## config.mk

```make
export PLATFORM = sky130hd
export DESIGN_NAME = vending_ctrl_param
export DESIGN_NICKNAME = d
export VERILOG_FILES = /design/src/rtl/vending_ctrl_param.sv
export SDC_FILE = /design/constraint.sdc
export NUM_CORES = 1
export LEC_CHECK = 0
export ABC_AREA = 0
export BUFFER_PORTS_ARGS = -buffer_cell sky130_fd_sc_hd__buf_4
export CELL_PAD_IN_SITES_DETAIL_PLACEMENT = 0
export CELL_PAD_IN_SITES_GLOBAL_PLACEMENT = 1
export CORE_MARGIN = 3
export CORE_UTILIZATION = 23
export CTS_BUF_LIST = sky130_fd_sc_hd__clkbuf_8
export DETAILED_ROUTE_END_ITERATION = 8
export GPL_ROUTABILITY_DRIVEN = 0
export PLACE_DENSITY = 0.52
export REMOVE_ABC_BUFFERS = 1
export SLEW_MARGIN = 20
export SYNTH_ARGS = -nofsm -noshare
export SYNTH_HDL_FRONTEND = slang
export SYNTH_SLANG_ARGS = --single-unit
export TNS_END_PERCENT = 1
```

## constraint.sdc

```tcl
create_clock -name clk -period 3.14 [get_ports clk]
set_clock_uncertainty 0.15 [all_clocks]
set_input_delay 0.471 -clock clk [delete_from_list [all_inputs] [get_ports clk]]
set_output_delay 0.471 -clock clk [all_outputs]
set_load 0.005 [all_outputs]
```

## src/rtl/vending_ctrl_param.sv

```systemverilog
// ---------------------------------------------------------------------------
// vending_ctrl_param
//
// Coin-accepting vending controller. Accepts 5c/10c/25c coins, accumulates
// credit against PRICE, issues a one-cycle vend pulse, then pays back any
// overpayment as a train of one-cycle 5c change pulses. Supports cancel/refund,
// stock tracking with sold-out coin rejection, and restock.
//
// State table
//   state  | meaning
//   ACCUM  | idle / collecting coins, credit < PRICE
//   VEND   | one-cycle dispense, stock decrements on exit
//   CHANGE | returning credit one nickel per cycle
//
// Ports
//   clk            rising-edge clock
//   reset          asynchronous active-high reset
//   coin[1:0]      00 none, 01 5c, 10 10c, 11 25c (one coin per cycle)
//   cancel         refund request, level sampled each cycle
//   restock        reload stock to STOCK_INIT (any state)
//   vend           high for the single cycle spent in VEND
//   change_nickel  high for every cycle spent in CHANGE (one 5c each)
//   coin_reject    registered pulse, the cycle after a refused coin
//   busy           state != ACCUM
//   sold_out       stock == 0
//   credit[CW-1:0] current credit in cents (registered)
//   stock[SW-1:0]  remaining items (registered)
// ---------------------------------------------------------------------------
module vending_ctrl_param #(
  parameter int         PRICE      = 15,
  parameter int         CW         = 6,
  parameter int         STOCK_INIT = 4,
  parameter int         SW         = 4,
  parameter logic [2:0] COIN_EN    = 3'b111
) (
  input  logic          clk,
  input  logic          reset,
  input  logic [1:0]    coin,
  input  logic          cancel,
  input  logic          restock,
  output logic          vend,
  output logic          change_nickel,
  output logic          coin_reject,
  output logic          busy,
  output logic          sold_out,
  output logic [CW-1:0] credit,
  output logic [SW-1:0] stock
);

  typedef enum logic [1:0] {
    ACCUM  = 2'b00,
    VEND   = 2'b01,
    CHANGE = 2'b10
  } state_t;

  localparam logic [CW-1:0] PRICE_C      = CW'(PRICE);
  localparam logic [CW-1:0] NICKEL       = CW'(5);
  localparam logic [SW-1:0] STOCK_INIT_C = SW'(STOCK_INIT);

  state_t        state, state_next;
  logic [CW-1:0] credit_next;
  logic [SW-1:0] stock_next;
  logic          reject_next;

  logic [CW-1:0] coin_value;
  logic          coin_present;
  logic          coin_enabled;
  logic [CW-1:0] sum;

  // Coin decode. The PRICE+20 < 2**CW constraint guarantees sum fits in CW
  // bits, since credit in ACCUM never exceeds PRICE-5.
  always_comb begin
    coin_value   = '0;
    coin_enabled = 1'b0;
    case (coin)
      2'b01: begin
        coin_value   = CW'(5);
        coin_enabled = COIN_EN[0];
      end
      2'b10: begin
        coin_value   = CW'(10);
        coin_enabled = COIN_EN[1];
      end
      2'b11: begin
        coin_value   = CW'(25);
        coin_enabled = COIN_EN[2];
      end
      default: begin
        coin_value   = '0;
        coin_enabled = 1'b0;
      end
    endcase
    coin_present = (coin != 2'b00);
    sum          = credit + coin_value;
  end

  always_ff @(posedge clk or posedge reset) begin
    if (reset) begin
      state       <= ACCUM;
      credit      <= '0;
      stock       <= STOCK_INIT_C;
      coin_reject <= 1'b0;
    end else begin
      state       <= state_next;
      credit      <= credit_next;
      stock       <= stock_next;
      coin_reject <= reject_next;
    end
  end

  always_comb begin
    state_next  = state;
    credit_next = credit;
    stock_next  = stock;
    reject_next = 1'b0;

    case (state)
      ACCUM: begin
        if (cancel) begin
          // Cancel wins over any coin offered in the same cycle.
          reject_next = coin_present;
          if (credit != '0) begin
            state_next = CHANGE;
          end
        end else if (coin_present) begin
          if (coin_enabled && (stock != '0)) begin
            if (sum >= PRICE_C) begin
              credit_next = sum - PRICE_C;
              state_next  = VEND;
            end else begin
              credit_next = sum;
            end
          end else begin
            reject_next = 1'b1;
          end
        end
      end

      VEND: begin
        reject_next = coin_present;
        if (stock != '0) begin
          stock_next = stock - SW'(1);
        end
        state_next = (credit != '0) ? CHANGE : ACCUM;
      end

      CHANGE: begin
        reject_next = coin_present;
        // Credit is always a multiple of 5 here; the <= guard also protects
        // against a stray non-multiple ever wrapping around.
        if (credit > NICKEL) begin
          credit_next = credit - NICKEL;
        end else begin
          credit_next = '0;
          state_next  = ACCUM;
        end
      end

      default: begin
        // Unused encoding: recover to a clean idle state.
        reject_next = coin_present;
        credit_next = '0;
        state_next  = ACCUM;
      end
    endcase

    // Restock overrides the VEND decrement in the same cycle.
    if (restock) begin
      stock_next = STOCK_INIT_C;
    end
  end

  assign vend          = (state == VEND);
  assign change_nickel = (state == CHANGE);
  assign busy          = (state != ACCUM);
  assign sold_out      = (stock == '0);

endmodule

```

# Word-level counts from Yosys, hierarchy flattened
# Cells that the tools add are included.
dict set report totals {
  reg_bits 13
  latch_bits 0
  ram_bits 0
  romBits 0
  inputBits 6
  out_inout_bits 15
  wordCells 60
  mem_count 0
}
dict set report classes {
  add_sub_neg 4
  mul 0
  n_div 0
  order_cmp 2
  eq_ne 13
  shift 0
  muxes 23
  n_bitwise 1
  reduce_logical 13
}
# cell count
set ops {}
lappend ops {{two-way mux 6 bit} 5}
lappend ops {{one-hot mux 6 bit (3 select lines)} 1}
lappend ops {{one-hot mux 5 bit (3 select lines)} 1}
lappend ops {{two-way mux 2 bit} 7}
lappend ops {{two-way mux 4 bit} 3}
lappend ops {{!= test 3 bit (second input constant)} 4}
lappend ops {{!= test 2 bit (second input constant)} 4}
lappend ops {{nonzero test 2 bit} 4}
lappend ops {{adder 6 bit} 1}
lappend ops {{== test 2 bit (second input constant)} 3}
lappend ops {{greater-or-equal comparator 6 x 4 -> 1 bit (second input constant)} 1}
lappend ops {{> comparator 6 x 3 -> 1 bit (second input constant)} 1}
lappend ops {{one-hot mux 2 bit (3 select lines)} 1}
lappend ops {{nonzero test 6 bit} 1}
lappend ops {{subtractor 6 x 3 -> 6 bit (second input constant)} 1}
lappend ops {{subtractor 6 x 4 -> 6 bit (second input constant)} 1}
lappend ops {{two-way mux 1 bit} 5}
lappend ops {{AND reduction 5 bit} 1}
lappend ops {{== test 2 x 1 -> 1 bit (second input constant)} 2}
lappend ops {{logical NOT 4 bit} 1}
lappend ops {{AND reduction 4 bit} 1}
lappend ops {{nonzero test 4 bit} 1}
lappend ops {{subtractor 4 x 1 -> 4 bit (second input constant)} 1}
lappend ops {{OR reduction 3 bit} 1}
lappend ops {{4 further kinds} 4}

# Depth between registers and ports, before layout
dict set report depth {
  ltp_word 9
  depth_mapped 9
}

# Least setup slack after synthesis
# No wires, ideal clock.
dict set report synth_timing {
  kind {input port to flip-flop}
  start {input coin[0]}
  end {register credit[2]}
  setup_time_ns 0.129
  t_arrival_ns 2.428
  path_slack_ns 0.433
  cell_stages 7
  path_buffers 0
  path_cell_list {ha_1 fa_1 and3_4 a221o_1 a311oi_2 nand2_1 a2111o_1}
}
dict set report synth_between {
  elab_chain_cells 9
}
# element line_no
set synth_rtl {}
lappend synth_rtl {{from (decl)} 38} ;# input logic [1:0] coin,
lappend synth_rtl {{== test 2 bit / == test 2 x 1 -> 1 bit (equally long branches)} 75} ;# case (coin)
lappend synth_rtl {{one-hot mux 5 bit (3 select lines)} 75}
lappend synth_rtl {{adder 6 bit} 94} ;# sum = credit + coin_value;
lappend synth_rtl {{subtractor 6 x 4 -> 6 bit / greater-or-equal comparator 6 x 4 -> 1 bit (equally long branches)} {128, 127}}
lappend synth_rtl {{two-way mux 6 bit} 127} ;# if (sum >= PRICE_C) begin
lappend synth_rtl {{two-way mux 6 bit} 126} ;# if (coin_enabled && (stock != '0)) begin
lappend synth_rtl {{two-way mux 6 bit} 125} ;# end else if (coin_present) begin
lappend synth_rtl {{two-way mux 6 bit} 119} ;# if (cancel) begin
lappend synth_rtl {{one-hot mux 6 bit (3 select lines)} 117} ;# case (state)
lappend synth_rtl {{to (signal assigned)} 105} ;# credit <= credit_next;
lappend synth_rtl {{to (decl)} 46} ;# output logic [CW-1:0] credit,
# Parallel ways exist; a longest one is shown, timed or not. The select of a mux whose other input is x is not followed.
# A chain may end at the register's enable or synchronous reset.

# Worst setup path after layout
dict set report layout_timing {
  start {register credit[0]}
  end {register credit[2]}
}
dict set report layout_between {
  elab_chain_cells 7
}
# element line_no
set layout_rtl {}
lappend layout_rtl {{adder 6 bit} 94}
lappend layout_rtl {{subtractor 6 x 4 -> 6 bit / greater-or-equal comparator 6 x 4 -> 1 bit (equally long branches)} {128, 127}}
lappend layout_rtl {{two-way mux 6 bit} 127}
lappend layout_rtl {{two-way mux 6 bit} 126}
lappend layout_rtl {{two-way mux 6 bit} 125}
lappend layout_rtl {{two-way mux 6 bit} 119}
lappend layout_rtl {{one-hot mux 6 bit (3 select lines) (*)} 117}
# Mark *: on every way between the ends. The rest lies on a longest branch, timed or not. The select of a mux whose other input is x is not followed.

==> flow_summary.ini <==
[setup_path]
path_max_fanout = 7
cp-start-kind = flip-flop
cp.required_ns = 3.12
critPathSlowestCell = dfrtp_1
r2r-start = credit[0]$_DFFE_PP0P_
crit_path_cell_trace = ha_1, fa_1, and3_4, a221o_1, a311oi_2, nand2_1, a2111o_1
endpoint_kind = flip-flop
cp.arrival_ns = 2.88
timing.critical_path.buf_inv = 0
critPathTopFamily = compound AO/OA/AOI/OAI gates
startpoint = credit[0]$_DFFE_PP0P_
crit_type = reg -> reg
cpPeakStageDelay_ns = 0.46

[pwr]
p_leak_nw = 0.634
p_per_area_mw_per_mm2 = 967
ir_worst_vdd_uv = 247
fin_total_pwr_mw = 1.40

[synth]
synth_cell_types = 50
syn_inst = 132
ys_seq_area_share_pct = 28.3
ys.flop_type = dfrtp_1
yosys_warnings = 0
async_flop_share_pct = 100
syn_area_mm2 = 0.00115
ys_ff_latch = 13
synth_edf_count = 0
synth.avg_cell_area_um2 = 8.75

[global_routing]
grt_pass1_vias = 1122
grt_max_degree = 14
grt_first_pass_wirelength_mm = 5.55
antenna_found_initial = 0
gr-usage-all-layers_pct = 11.5
gr-total-overflow = 0

[layout]
drive_gt1_share_pct = 21.7
fin_nets = 175
final_util_pct = 30.2
final_cell_mix = 25 x buf_4, 14 x nor2_1, 12 x dfrtp_1
n_fill_cell = 521
syn_to_final_growth_pct = 25.4
mostFrequentLayoutCell = buf_4
stdcell_count = 224
diodes = 0

[clock_network]
cts_buffer_depth = 2
hold_buffers = 0
cts_tree = yes
cts_sinks = 13
insertion_delay_ns = 0.24
root_buffer = clkbuf_8
post_cts_buffers = 0
cts-resized-gates = 0
clkTransAtPathRegs_ns = 0.06
cts.htree.levels = 1
cts_buffers = 3

[floorplanning]
start_util_pct = 24.1
core_region_area_mm2 = 0.00479
rows = 25
die_y_um = 76.9
die_w_um = 76.9
die_area_mm2 = 0.00591
ios = 21

[drt]
vias = 1077
drc_errors = 0
ant_nets = 0
totalWireLength_mm = 3.24
drt_pre_antenna_iters = 4
drt_first_iter_violations = 44
wire_per_inst_um = 14.5
via_per_inst = 4.81

[sta]
slew_viol_final = 0
final-setup-viol-count = 0
hold_viol = 0
tightest_slew_ns = 0.561
fin_crit_sh_pct = 92.4
rsz0062_at_grt = no
slew-limit-headroom_pct = 62.3
finalCriticalPeriod_ns = 2.90
max_freq_ghz = 0.345
fin_setup_tns_ns = 0

[status]
outcome = finished clean

[flow_run]
cap_violations = 0

[place]
dp_hpwl_mm = 2.60
dp.cells = 220
io_buffer_count = 20

[hold_path]
hold_class = in -> async
-- cells in the mapped netlist, drive strengths merged, types with 2 or more instances --
cell     n  area (µm²)
nor2    14        52.6
and3     3        25.0
o21ai    7        38.8
nor3     4        20.0
a211oi   2        15.0
nor2b    6        37.5
ha      10         125
nand2    7        26.3
inv      6        22.5
xnor2    6        52.6
a21oi    8        40.0
nor4     2        12.5
o221ai   2        17.5
nand3    3        15.0
o31ai    2        15.0
mux2i    2        20.0
a21o     2        15.0
buf      3        20.0
nor3b    4        30.0
dfrtp   12         300
xor2     4        35.0
-- power breakdown --
part           total, mW  internal, mW  switching [mW]  leakage [nW]
sequential         0.309         0.232          0.0774         0.165
clock              0.148        0.0864          0.0618        0.0269
combinational      0.942         0.431           0.511         0.443
total               1.40         0.749           0.650         0.634
-- path summary, 6_finish.rpt --
kind / endpoint / slack [ns] / cells past startpoint
min in group clk: stock[3]$_DFFE_PP0P_ / 0.26 / 2
min: coin_reject$_DFF_PP0_ / 0.11 / 2
max reg2reg: credit[2]$_DFFE_PP0P_ / 0.24 / 7
max in group asynchronous: stock[2]$_DFFE_PP1P_ / 2.36 / 2
max: credit[2]$_DFFE_PP0P_ / 0.24 / 7
min reg2reg: stock[3]$_DFFE_PP0P_ / 0.44 / 2
-- flip-flops by register name, summed over array words and instances, names as in the netlist --
register / flops
coin_reject: 1
credit: 6
stock: 4
state: 2
-- kinds of logic (layout without fill, tap and decap cells) --
logic type	Yosys count	in the layout	synth area share, %
simple gates	50	50	23.2
compound gates	36	36	22.6
flops	13	13	28.3
fa+ha+maj	11	11	12.6
xor+xnor	10	10	7.58
buf+inv	10	35	4.01
mux	2	2	1.73
-- layout make-up --
class / count / area, µm² / area share [%]
clock buffers: 3 / 41.3 / 2.85
clock inverters: 1 / 3.75 / 0.259
multi-input cells: 109 / 782 / 54.0
repair buffers: 25 / 188 / 13.0
flip-flops and latches: 13 / 327 / 22.6
well taps: 67 / 83.8 / 5.79
inverters: 6 / 22.5 / 1.56
-- worst register-to-register path, stage by stage, from the launching register on --
cell and delay (ns):
dfrtp_1 0.46, ha_1 0.25, fa_1 0.46, and3_4 0.22, a221o_1 0.32, a311oi_2 0.31, nand2_1 0.20, a2111o_1 0.41
-- per-layer routing --
metal,wire (µm),up-vias,global-route usage (%)
met1,1550,506,15.0
met5,0,-,0
met2,1490,24,18.7
met3,143,6,2.58
met4,55,0,3.80
li1,-,541,-
-- stage by stage --
stage | hold WS [ns] | instance area, µm² | worst slack, ns
after floorplan | 0.197 | 1130 | 0.433
after global placement | 0.398 | 1400 | 0.176
after detailed placement | 0.404 | 1400 | 0.120
after CTS | 0.140 | 1450 | 0.247
after global routing | 0.162 | 1450 | 0.101
final | 0.113 | 1450 | 0.240
(Power assumes the default switching activity.)
